--- src/rtl/serial_add_arbiter_pkg.sv ---
// Shared definitions for the two-requester serial adder: default operand
// width, FSM state encoding and the round-robin pick used by the arbiter.
package serial_add_pkg;

  localparam int DEFAULT_WIDTH = 8;

  typedef enum logic [1:0] {
    IDLE = 2'd0,
    WORK = 2'd1,
    DONE = 2'd2
  } state_t;

  // A lone requester wins outright; on a tie the requester not served last wins.
  function automatic logic rr_pick(input logic i_req0, input logic i_req1, input logic i_last);
    if (i_req0 && i_req1) begin
      return ~i_last;
    end
    return i_req1;
  endfunction

endpackage

--- src/rtl/serial_add_arbiter_if.sv ---
// Requester-side bus of the serial adder arbiter.
//
// Handshake: REQx is the requester's valid. Once raised it stays high, with
// Ax/Bx stable, until the block answers with a one-cycle GNTx pulse (the
// ready/accept), which means the operands were captured on the edge that
// raised GNTx. DONEx is a one-cycle pulse qualifying SUM/COUT for requester x;
// SUM/COUT then hold until the next DONE. BUSY is high whenever the block is
// not idle.
interface serial_add_arbiter_if
  import serial_add_pkg::*;
#(
  parameter int WIDTH = DEFAULT_WIDTH
);

  logic             REQ0;
  logic             REQ1;
  logic [WIDTH-1:0] A0;
  logic [WIDTH-1:0] B0;
  logic [WIDTH-1:0] A1;
  logic [WIDTH-1:0] B1;
  logic             GNT0;
  logic             GNT1;
  logic             DONE0;
  logic             DONE1;
  logic [WIDTH-1:0] SUM;
  logic             COUT;
  logic             BUSY;

  modport master (
    output REQ0, REQ1, A0, B0, A1, B1,
    input  GNT0, GNT1, DONE0, DONE1, SUM, COUT, BUSY
  );

  modport slave (
    input  REQ0, REQ1, A0, B0, A1, B1,
    output GNT0, GNT1, DONE0, DONE1, SUM, COUT, BUSY
  );

endinterface

--- src/rtl/serial_add_arbiter_datapath.sv ---
// Bit-serial adder datapath: operand shift registers, carry flip-flop and a
// sum shift register filled from the MSB. o_sum/o_cout present the result as
// it will look after the current shift, so the controller can latch the final
// value on the same edge as the last shift.
module serial_add_datapath
  import serial_add_pkg::*;
#(
  parameter int WIDTH = DEFAULT_WIDTH
) (
  input  logic             i_clk,
  input  logic             i_rst_n,
  input  logic             i_load,
  input  logic             i_shift,
  input  logic [WIDTH-1:0] i_a,
  input  logic [WIDTH-1:0] i_b,
  output logic [WIDTH-1:0] o_sum,
  output logic             o_cout
);

  logic [WIDTH-1:0] r_a;
  logic [WIDTH-1:0] r_b;
  logic [WIDTH-1:0] r_sum_sr;
  logic             r_carry;
  logic             w_bit;
  logic             w_carry;
  logic [WIDTH-1:0] w_sum_shifted;

  assign w_bit         = r_a[0] ^ r_b[0] ^ r_carry;
  assign w_carry       = (r_a[0] & r_b[0]) | (r_carry & (r_a[0] ^ r_b[0]));
  assign w_sum_shifted = WIDTH'({w_bit, r_sum_sr} >> 1);

  assign o_sum  = w_sum_shifted;
  assign o_cout = w_carry;

  // Load captures fresh operands and clears carry; shift consumes one LSB per cycle.
  always_ff @(posedge i_clk or negedge i_rst_n) begin
    if (!i_rst_n) begin
      r_a      <= '0;
      r_b      <= '0;
      r_sum_sr <= '0;
      r_carry  <= 1'b0;
    end else if (i_load) begin
      r_a      <= i_a;
      r_b      <= i_b;
      r_sum_sr <= '0;
      r_carry  <= 1'b0;
    end else if (i_shift) begin
      r_a      <= r_a >> 1;
      r_b      <= r_b >> 1;
      r_sum_sr <= w_sum_shifted;
      r_carry  <= w_carry;
    end
  end

endmodule

--- src/rtl/serial_add_arbiter.sv ---
// Two-requester front end sharing one bit-serial adder. A round-robin
// arbiter picks a requester in IDLE, the datapath runs WIDTH WORK cycles,
// and a single DONE cycle publishes SUM/COUT before returning to IDLE.
module serial_add_arbiter
  import serial_add_pkg::*;
#(
  parameter int WIDTH = DEFAULT_WIDTH
) (
  input  logic                 CLK,
  input  logic                 RST,
  serial_add_arbiter_if.slave  bus,
  output state_t               o_dbg_state
);

  localparam int            CW         = (WIDTH > 1) ? $clog2(WIDTH) : 1;
  localparam logic [CW-1:0] LAST_COUNT = CW'(WIDTH - 1);

  state_t           r_state;
  state_t           w_state_nxt;
  logic [CW-1:0]    r_count;
  logic [CW-1:0]    w_count_nxt;
  logic             r_owner;
  logic             w_owner_nxt;
  logic             r_last;
  logic             w_last_nxt;
  logic             r_gnt0;
  logic             r_gnt1;
  logic             r_done0;
  logic             r_done1;
  logic             w_gnt0_nxt;
  logic             w_gnt1_nxt;
  logic             w_done0_nxt;
  logic             w_done1_nxt;
  logic [WIDTH-1:0] r_sum;
  logic [WIDTH-1:0] w_sum_nxt;
  logic             r_cout;
  logic             w_cout_nxt;

  logic             w_winner;
  logic             w_load;
  logic             w_shift;
  logic [WIDTH-1:0] w_op_a;
  logic [WIDTH-1:0] w_op_b;
  logic [WIDTH-1:0] w_dp_sum;
  logic             w_dp_cout;

  assign w_winner = rr_pick(bus.REQ0, bus.REQ1, r_last);
  assign w_op_a   = w_winner ? bus.A1 : bus.A0;
  assign w_op_b   = w_winner ? bus.B1 : bus.B0;

  serial_add_datapath #(
    .WIDTH (WIDTH)
  ) u_datapath (
    .i_clk   (CLK),
    .i_rst_n (RST),
    .i_load  (w_load),
    .i_shift (w_shift),
    .i_a     (w_op_a),
    .i_b     (w_op_b),
    .o_sum   (w_dp_sum),
    .o_cout  (w_dp_cout)
  );

  // Next-state and next-output decode; requests are only looked at in IDLE.
  always_comb begin
    w_state_nxt = r_state;
    w_count_nxt = r_count;
    w_owner_nxt = r_owner;
    w_last_nxt  = r_last;
    w_gnt0_nxt  = 1'b0;
    w_gnt1_nxt  = 1'b0;
    w_done0_nxt = 1'b0;
    w_done1_nxt = 1'b0;
    w_sum_nxt   = r_sum;
    w_cout_nxt  = r_cout;
    w_load      = 1'b0;
    w_shift     = 1'b0;
    case (r_state)
      IDLE: begin
        if (bus.REQ0 || bus.REQ1) begin
          w_load      = 1'b1;
          w_count_nxt = '0;
          w_owner_nxt = w_winner;
          w_gnt0_nxt  = ~w_winner;
          w_gnt1_nxt  = w_winner;
          w_state_nxt = WORK;
        end
      end
      WORK: begin
        w_shift = 1'b1;
        if (r_count == LAST_COUNT) begin
          w_count_nxt = '0;
          w_sum_nxt   = w_dp_sum;
          w_cout_nxt  = w_dp_cout;
          w_last_nxt  = r_owner;
          w_done0_nxt = ~r_owner;
          w_done1_nxt = r_owner;
          w_state_nxt = DONE;
        end else begin
          w_count_nxt = r_count + CW'(1);
        end
      end
      DONE: begin
        w_state_nxt = IDLE;
      end
      default: begin
        w_state_nxt = IDLE;
      end
    endcase
  end

  // State and registered outputs; reset discards any operation in flight.
  always_ff @(posedge CLK or negedge RST) begin
    if (!RST) begin
      r_state <= IDLE;
      r_count <= '0;
      r_owner <= 1'b0;
      r_last  <= 1'b1;
      r_gnt0  <= 1'b0;
      r_gnt1  <= 1'b0;
      r_done0 <= 1'b0;
      r_done1 <= 1'b0;
      r_sum   <= '0;
      r_cout  <= 1'b0;
    end else begin
      r_state <= w_state_nxt;
      r_count <= w_count_nxt;
      r_owner <= w_owner_nxt;
      r_last  <= w_last_nxt;
      r_gnt0  <= w_gnt0_nxt;
      r_gnt1  <= w_gnt1_nxt;
      r_done0 <= w_done0_nxt;
      r_done1 <= w_done1_nxt;
      r_sum   <= w_sum_nxt;
      r_cout  <= w_cout_nxt;
    end
  end

  assign bus.GNT0  = r_gnt0;
  assign bus.GNT1  = r_gnt1;
  assign bus.DONE0 = r_done0;
  assign bus.DONE1 = r_done1;
  assign bus.SUM   = r_sum;
  assign bus.COUT  = r_cout;
  assign bus.BUSY  = (r_state != IDLE);
  assign o_dbg_state = r_state;

endmodule

--- src/flat_wrapper.sv ---
// flat-port wrapper written by rule: the top's interface ports become plain ports
module serial_add_arbiter_flat import serial_add_pkg::*;
#(
  parameter int WIDTH = DEFAULT_WIDTH
)
  (CLK, RST, o_dbg_state, bus_REQ0, bus_REQ1, bus_A0, bus_B0, bus_A1, bus_B1, bus_GNT0, bus_GNT1, bus_DONE0, bus_DONE1, bus_SUM, bus_COUT, bus_BUSY);
  serial_add_arbiter_if #(.WIDTH(WIDTH)) bus_i ();
  input  logic CLK;
  input  logic RST;
  output state_t o_dbg_state;
  input wire logic [$bits(bus_i.REQ0)-1:0] bus_REQ0;
  input wire logic [$bits(bus_i.REQ1)-1:0] bus_REQ1;
  input wire logic [$bits(bus_i.A0)-1:0] bus_A0;
  input wire logic [$bits(bus_i.B0)-1:0] bus_B0;
  input wire logic [$bits(bus_i.A1)-1:0] bus_A1;
  input wire logic [$bits(bus_i.B1)-1:0] bus_B1;
  output wire logic [$bits(bus_i.GNT0)-1:0] bus_GNT0;
  output wire logic [$bits(bus_i.GNT1)-1:0] bus_GNT1;
  output wire logic [$bits(bus_i.DONE0)-1:0] bus_DONE0;
  output wire logic [$bits(bus_i.DONE1)-1:0] bus_DONE1;
  output wire logic [$bits(bus_i.SUM)-1:0] bus_SUM;
  output wire logic [$bits(bus_i.COUT)-1:0] bus_COUT;
  output wire logic [$bits(bus_i.BUSY)-1:0] bus_BUSY;
  assign bus_i.REQ0 = bus_REQ0;
  assign bus_i.REQ1 = bus_REQ1;
  assign bus_i.A0 = bus_A0;
  assign bus_i.B0 = bus_B0;
  assign bus_i.A1 = bus_A1;
  assign bus_i.B1 = bus_B1;
  assign bus_GNT0 = bus_i.GNT0;
  assign bus_GNT1 = bus_i.GNT1;
  assign bus_DONE0 = bus_i.DONE0;
  assign bus_DONE1 = bus_i.DONE1;
  assign bus_SUM = bus_i.SUM;
  assign bus_COUT = bus_i.COUT;
  assign bus_BUSY = bus_i.BUSY;
  serial_add_arbiter #(.WIDTH(WIDTH)) u_core (.CLK(CLK), .RST(RST), .bus(bus_i), .o_dbg_state(o_dbg_state));
endmodule
--- config.mk ---
export PLATFORM = sky130hd
export DESIGN_NAME = serial_add_arbiter_flat
export DESIGN_NICKNAME = d
export VERILOG_FILES = /design/src/rtl/serial_add_arbiter_pkg.sv /design/src/rtl/serial_add_arbiter_if.sv /design/src/rtl/serial_add_arbiter_datapath.sv /design/src/rtl/serial_add_arbiter.sv /design/src/flat_wrapper.sv
export SDC_FILE = /design/constraint.sdc
export NUM_CORES = 1
export LEC_CHECK = 0
export BUFFER_PORTS_ARGS = -buffer_cell sky130_fd_sc_hd__buf_2
export CAP_MARGIN = 10
export CORE_UTILIZATION = 28
export CTS_CLUSTER_SIZE = 8
export DETAILED_ROUTE_END_ITERATION = 8
export PLACE_DENSITY = 0.46
export REMOVE_ABC_BUFFERS = 1
export SETUP_SLACK_MARGIN = 0.02
export SLEW_MARGIN = 20
export SYNTH_ARGS = -nofsm -noshare
export SYNTH_HDL_FRONTEND = slang
export SYNTH_SLANG_ARGS = --single-unit
--- constraint.sdc ---
create_clock -name CLK -period 1.9 [get_ports CLK]
set_input_delay 0.38 -clock CLK [delete_from_list [all_inputs] [get_ports CLK]]
set_output_delay 0.38 -clock CLK [all_outputs]
set_load 0.05 [all_outputs]
Word-level counts from Yosys, hierarchy flattened
Cells that the tools add are included.

operators by class
  $add $sub $neg = 1
  eq/ne operators = 4
  muxes and demuxes = 30
  bitwise operators = 8
  reduce and logical (&&, ||, !) cells = 10

operators with widths
  cell                                                                    number
  8-bit 2-to-1 mux                                                        8
  1-bit 2-to-1 mux                                                        16
  2-bit AND reduction                                                     4
  3-bit 2-to-1 mux                                                        2
  3-bit one-hot mux with 2 select lines                                   1
  2-bit nonzero test                                                      3
  2-bit 2-to-1 mux                                                        2
  2-bit by 1-bit != test with 1-bit output (second input constant)        2
  2-bit one-hot mux with 2 select lines                                   1
  3-bit by 1-bit adder with 3-bit output (second input constant)          1
  3-bit equality test (second input constant)                             1
  1-bit inverter                                                          3
  1-bit bitwise AND                                                       2
  2-bit by 1-bit equality test with 1-bit output (second input constant)  1
  2-bit logical NOT                                                       1
  1-bit bitwise XOR                                                       2
  1-bit logical AND                                                       1
  1-bit logical OR                                                        1
  1-bit OR                                                                1

storage, ports and cells
  flip-flop bits (word level) = 45
  input port bits = 36
  output and inout port bits = 16
  logic and storage cells = 67

Longest topological paths before layout
  depth after elaboration = 6
  mapped depth = 5
  depth with buffers taken out = 4

Modules after synthesis
A second synthesis with hierarchy kept.

unflattened totals
  cell total of the unflattened synthesis = 170
  area, all modules = 2128.3 um^2

by module, submodules not included
  module               instances  cells an instance  area an instance (um^2)  seq. area each (um^2)
  serial_add_datapath  1          97                 1102.3                   600.6
  serial_add_arbiter   1          73                 1026.0                   501.7

Worst setup path before layout
No wires, ideal clock.

  path type = register -> register
  from = register u_core.r_state[1], in the netlist u_core.o_dbg_state[1]
  to = register u_core.r_cout, in the netlist u_core.bus.COUT
  library setup time = 0.125 ns
  arrival = 1.482 ns
  required time = 1.775 ns
  slack = 0.293 ns
  cell stages (with the launch flop) = 5
  buffers on the path = 1
  clock period less this slack = 1.607 ns
  cells stage by stage = dfrtp_1 > and2b_1 > nand2_1 > buf_4 > mux2_2

between the ends
  word-level cells in the longest chain between the ends = 2

RTL lines
  element                                         RTL line                   source
  start: declaration                              serial_add_arbiter.sv:18   state_t r_state;
  start signal: assignment                        serial_add_arbiter.sv:126  r_state <= w_state_nxt;
  2-bit by 1-bit equality test with 1-bit output  serial_add_arbiter.sv:78   case (r_state)
  2-bit AND reduction (no line)                   --
  end signal: assignment                          serial_add_arbiter.sv:135  r_cout <= w_cout_nxt;
  end: declaration                                serial_add_arbiter.sv:36   logic r_cout;

Every way passes these cells.
A chain may end at the register's enable or synchronous reset.

Worst setup path in the final report
  from = register u_core.r_state[0], in the netlist u_core.o_dbg_state[0]
  to = output port bus_BUSY

between the ends
  word-level cells in the longest chain between the ends = 1

RTL lines
  element             RTL line                   source
  2-bit nonzero test  serial_add_arbiter.sv:145  assign bus.BUSY = (r_state != IDLE);
  end: declaration    flat_wrapper.sv:23         output wire logic [$bits(bus_i.BUSY)-1:0] bus_BUSY;

Every way passes these cells.

==> qor.yml <==
syn_area_um2: 1980
synth_seq_cells: 44
worst_ep_required_time_ps: 1520
startpoint_type: "flip-flop"
final_max_slew_viol_count: 0
timing.clock.skew_ps: 4.48
critical_path_cell_count: 3
synth_mux_area_share_pct: 14.8
fillers: 723
grt_max_degree: 45
p_per_area_nw_per_um2: 1540
synth_xor_xnor_area_share_pct: 0
start_util_pct: 29.0
final_common_cell: "buf_2"
critPathBufInv: 2
status: "completed"
grt_first_pass_wirelength_um: 7380
num_vias: 1464
drt_first_pass_iters: 4
grt_pass1_vias: 1527
clockPowerShare_pct: 15.0
core_area_um2: 6830
slowest_stage: "dfrtp_1"
post-cts-setup-buffer-count: 0
swShare_pct: 42.5
route.detailed.drc: 0
ys_warn_count: 0
drtIter0Drc: 78
hold_viol_final: 0
worst-r2r-cell-count: 5
hp-class: "in -> async"
crit_path_end_kind: "primary output"
design_area_um2: 2440
clkLatencyLatePin_ps: 290
cts.sinks: 44
ioPinCount: 52
ant_nets: 0
syn2layout_area_growth_pct: 23.0
hpwl_um: 2850
dieArea_um2: 7430
ctsLongestPathBuffers: 2
hold_buffers: 0
gr-total-overflow: 0
yosys.area.top_type_share_pct: 54.2
gp_congestion: 0.690
die_h_um: 86.2
crit_family: "flip-flops"
tritoncts: "done"
htree_num_levels: 2
antennaDiodeCount: 0
comb_power_share_pct: 43.8
grt_use_total_pct: 12.9
max_freq_ghz: 0.635
antenna_found_initial: 0
synth-seq-area-share_pct: 55.5
period_minus_slack_ps: 1580
critPathMaxStageDelay_ps: 430
cts-root-buf: "clkbuf_8"
finalSetupViolations: 0
finalPower_uw: 3770
rsz0062_at_grt: "no"
wl_um: 4190
layout_common_cells: "buf_2, dfrtp_1, nand2_1, o21ai_0, mux2i_1"
relSlewSlack_pct: 62.4
p_sw_uw: 1600
portBuffers: 51
worstPathArrival_ps: 1200
path_clk_slew_ps: 80
post-route-period-util_pct: 82.9
power.share.sequential_pct: 41.2
core.rowCount: 30
cellLeakagePower_uw: 0.00118
cts_made_buffers: 5
die_w_um: 86.2
syn_avg_cell_area_um2: 11.4
crit_path_max_fanout: 5
cap_viol_max_count: 0
drive_gt1_share_pct: 33.5
placed_area_um2: 2360
setup.worst_path.class: "reg -> out"
tightest_slew_ps: 564
synth_top_cell_by_area: "dfrtp_1"
synthTopCellsByArea: "dfrtp_1, mux2i_1, mux2_2, nand2_1, o221ai_1"
synthAdderAreaFrac_pct: 2.90
synth_top_family_by_area: "multiplexers"
peakVddDrop_uv: 484
post_drt_wl_per_cell_um: 12.9
cts_resized: 0
synthCells: 174
fin_nets: 269
synth.distinct_cells: 28
synth-simple-area-share_pct: 8.70
r2r_slack_ps: 390
avgViaCountPerCell: 4.49
worstPathCellList: "nor2_1 > inv_1 > buf_2"
synth_compound_area_share_pct: 13.1
intPower_uw: 2170
==> synthesized netlist by cell type (all sizes together) <==
| master | count |
|---|---|
| fa | 1 |
| a21o | 1 |
| o21ai | 21 |
| and2b | 1 |
| dfstp | 1 |
| inv | 7 |
| and3 | 1 |
| nand3b | 1 |
| nor3 | 1 |
| mux2i | 18 |
| o31ai | 1 |
| ha | 3 |
| nor2 | 4 |
| o21a | 1 |
| and2 | 2 |
| buf | 7 |
| a21boi | 1 |
| nand2 | 30 |
| nand2b | 1 |
| dfrtp | 43 |
| o221ai | 12 |
| clkbuf | 4 |
| mux2 | 10 |
| o211ai | 2 |
==> through the flow <==
stage	utilization (%)	hold WS (ps)	worst slack, ps	TNS (ps)	instances
2_1_floorplan	-	84.4	-90.4	-864	163
3_3_place_gp	34.5	463	397	0	318
3_5_place_dp	34.5	472	392	0	318
4_1_cts	35.7	177	288	0	326
5_1_grt	35.7	201	218	0	326
6_report	35.7	156	324	0	326
==> final timing paths <==
kind / start / end
min in group CLK: bus_B0[7] / u_core.u_datapath.r_b[7]
setup reg to reg: u_core.r_count[0] / u_core.bus.SUM[0]
hold / removal: RST / u_core.bus.SUM[0]
hold reg to reg: u_core.r_owner / u_core.bus.DONE0
setup / recovery: u_core.o_dbg_state[0] / bus_BUSY
max in group asynchronous: RST / u_core.u_datapath.r_a[5]
==> registers in the layout (all words and copies together) (netlist names) <==
register                    cells
u_core.u_datapath.r_carry       1
u_core.bus.GNT1                 1
u_core.r_last                   1
u_core.r_count                  3
u_core.u_datapath.r_a           8
u_core.bus.SUM                  8
u_core.bus.DONE0                1
u_core.u_datapath.r_b           8
u_core.bus.GNT0                 1
u_core.r_owner                  1
u_core.bus.COUT                 1
u_core.u_datapath.r_sum_sr      7
u_core.o_dbg_state              2
u_core.bus.DONE1                1
==> layer usage <==
layer  share of wire, %  vias to the layer above  global-route usage, %
met2                 47                       29                   21.1
met4                1.7                        0                   4.55
met5                  0                        -                      0
met1                 46                      713                   17.2
li1                   -                      715                      -
met3                5.0                        7                   2.38
==> final cells by class <==
| type | count | area, um^2 | share of cell area, % |
|---|---|---|---|
| timing repair buffer | 59 | 328 | 13.4 |
| multi-input combinational | 112 | 782 | 32.1 |
| inverter | 7 | 26.3 | 1.08 |
| sequential | 44 | 1100 | 45.2 |
| clock buffer | 7 | 76.3 | 3.13 |
| clock inverter | 1 | 5.00 | 0.205 |
| tap | 96 | 120 | 4.92 |
==> cell families after synthesis <==
logic type	after synthesis
muxes	28
AOI/OAI and AO/OA	39
and+or+nand+nor	41
DFF	44
buffers and inverters	18
adders and majority gates	4
==> power groups by stage <==
stage | Combinational, uW | Sequential [uW] | Clock [uW]
6_report | 1650 | 1550 | 566
2_1_floorplan | 768 | 1950 | 0
5_1_grt | 1850 | 1610 | 619
3_3_place_gp | 1670 | 1570 | 0
4_1_cts | 1690 | 1560 | 592
3_5_place_dp | 1680 | 1580 | 0
No activity file was read; power rests on OpenSTA's default activity.
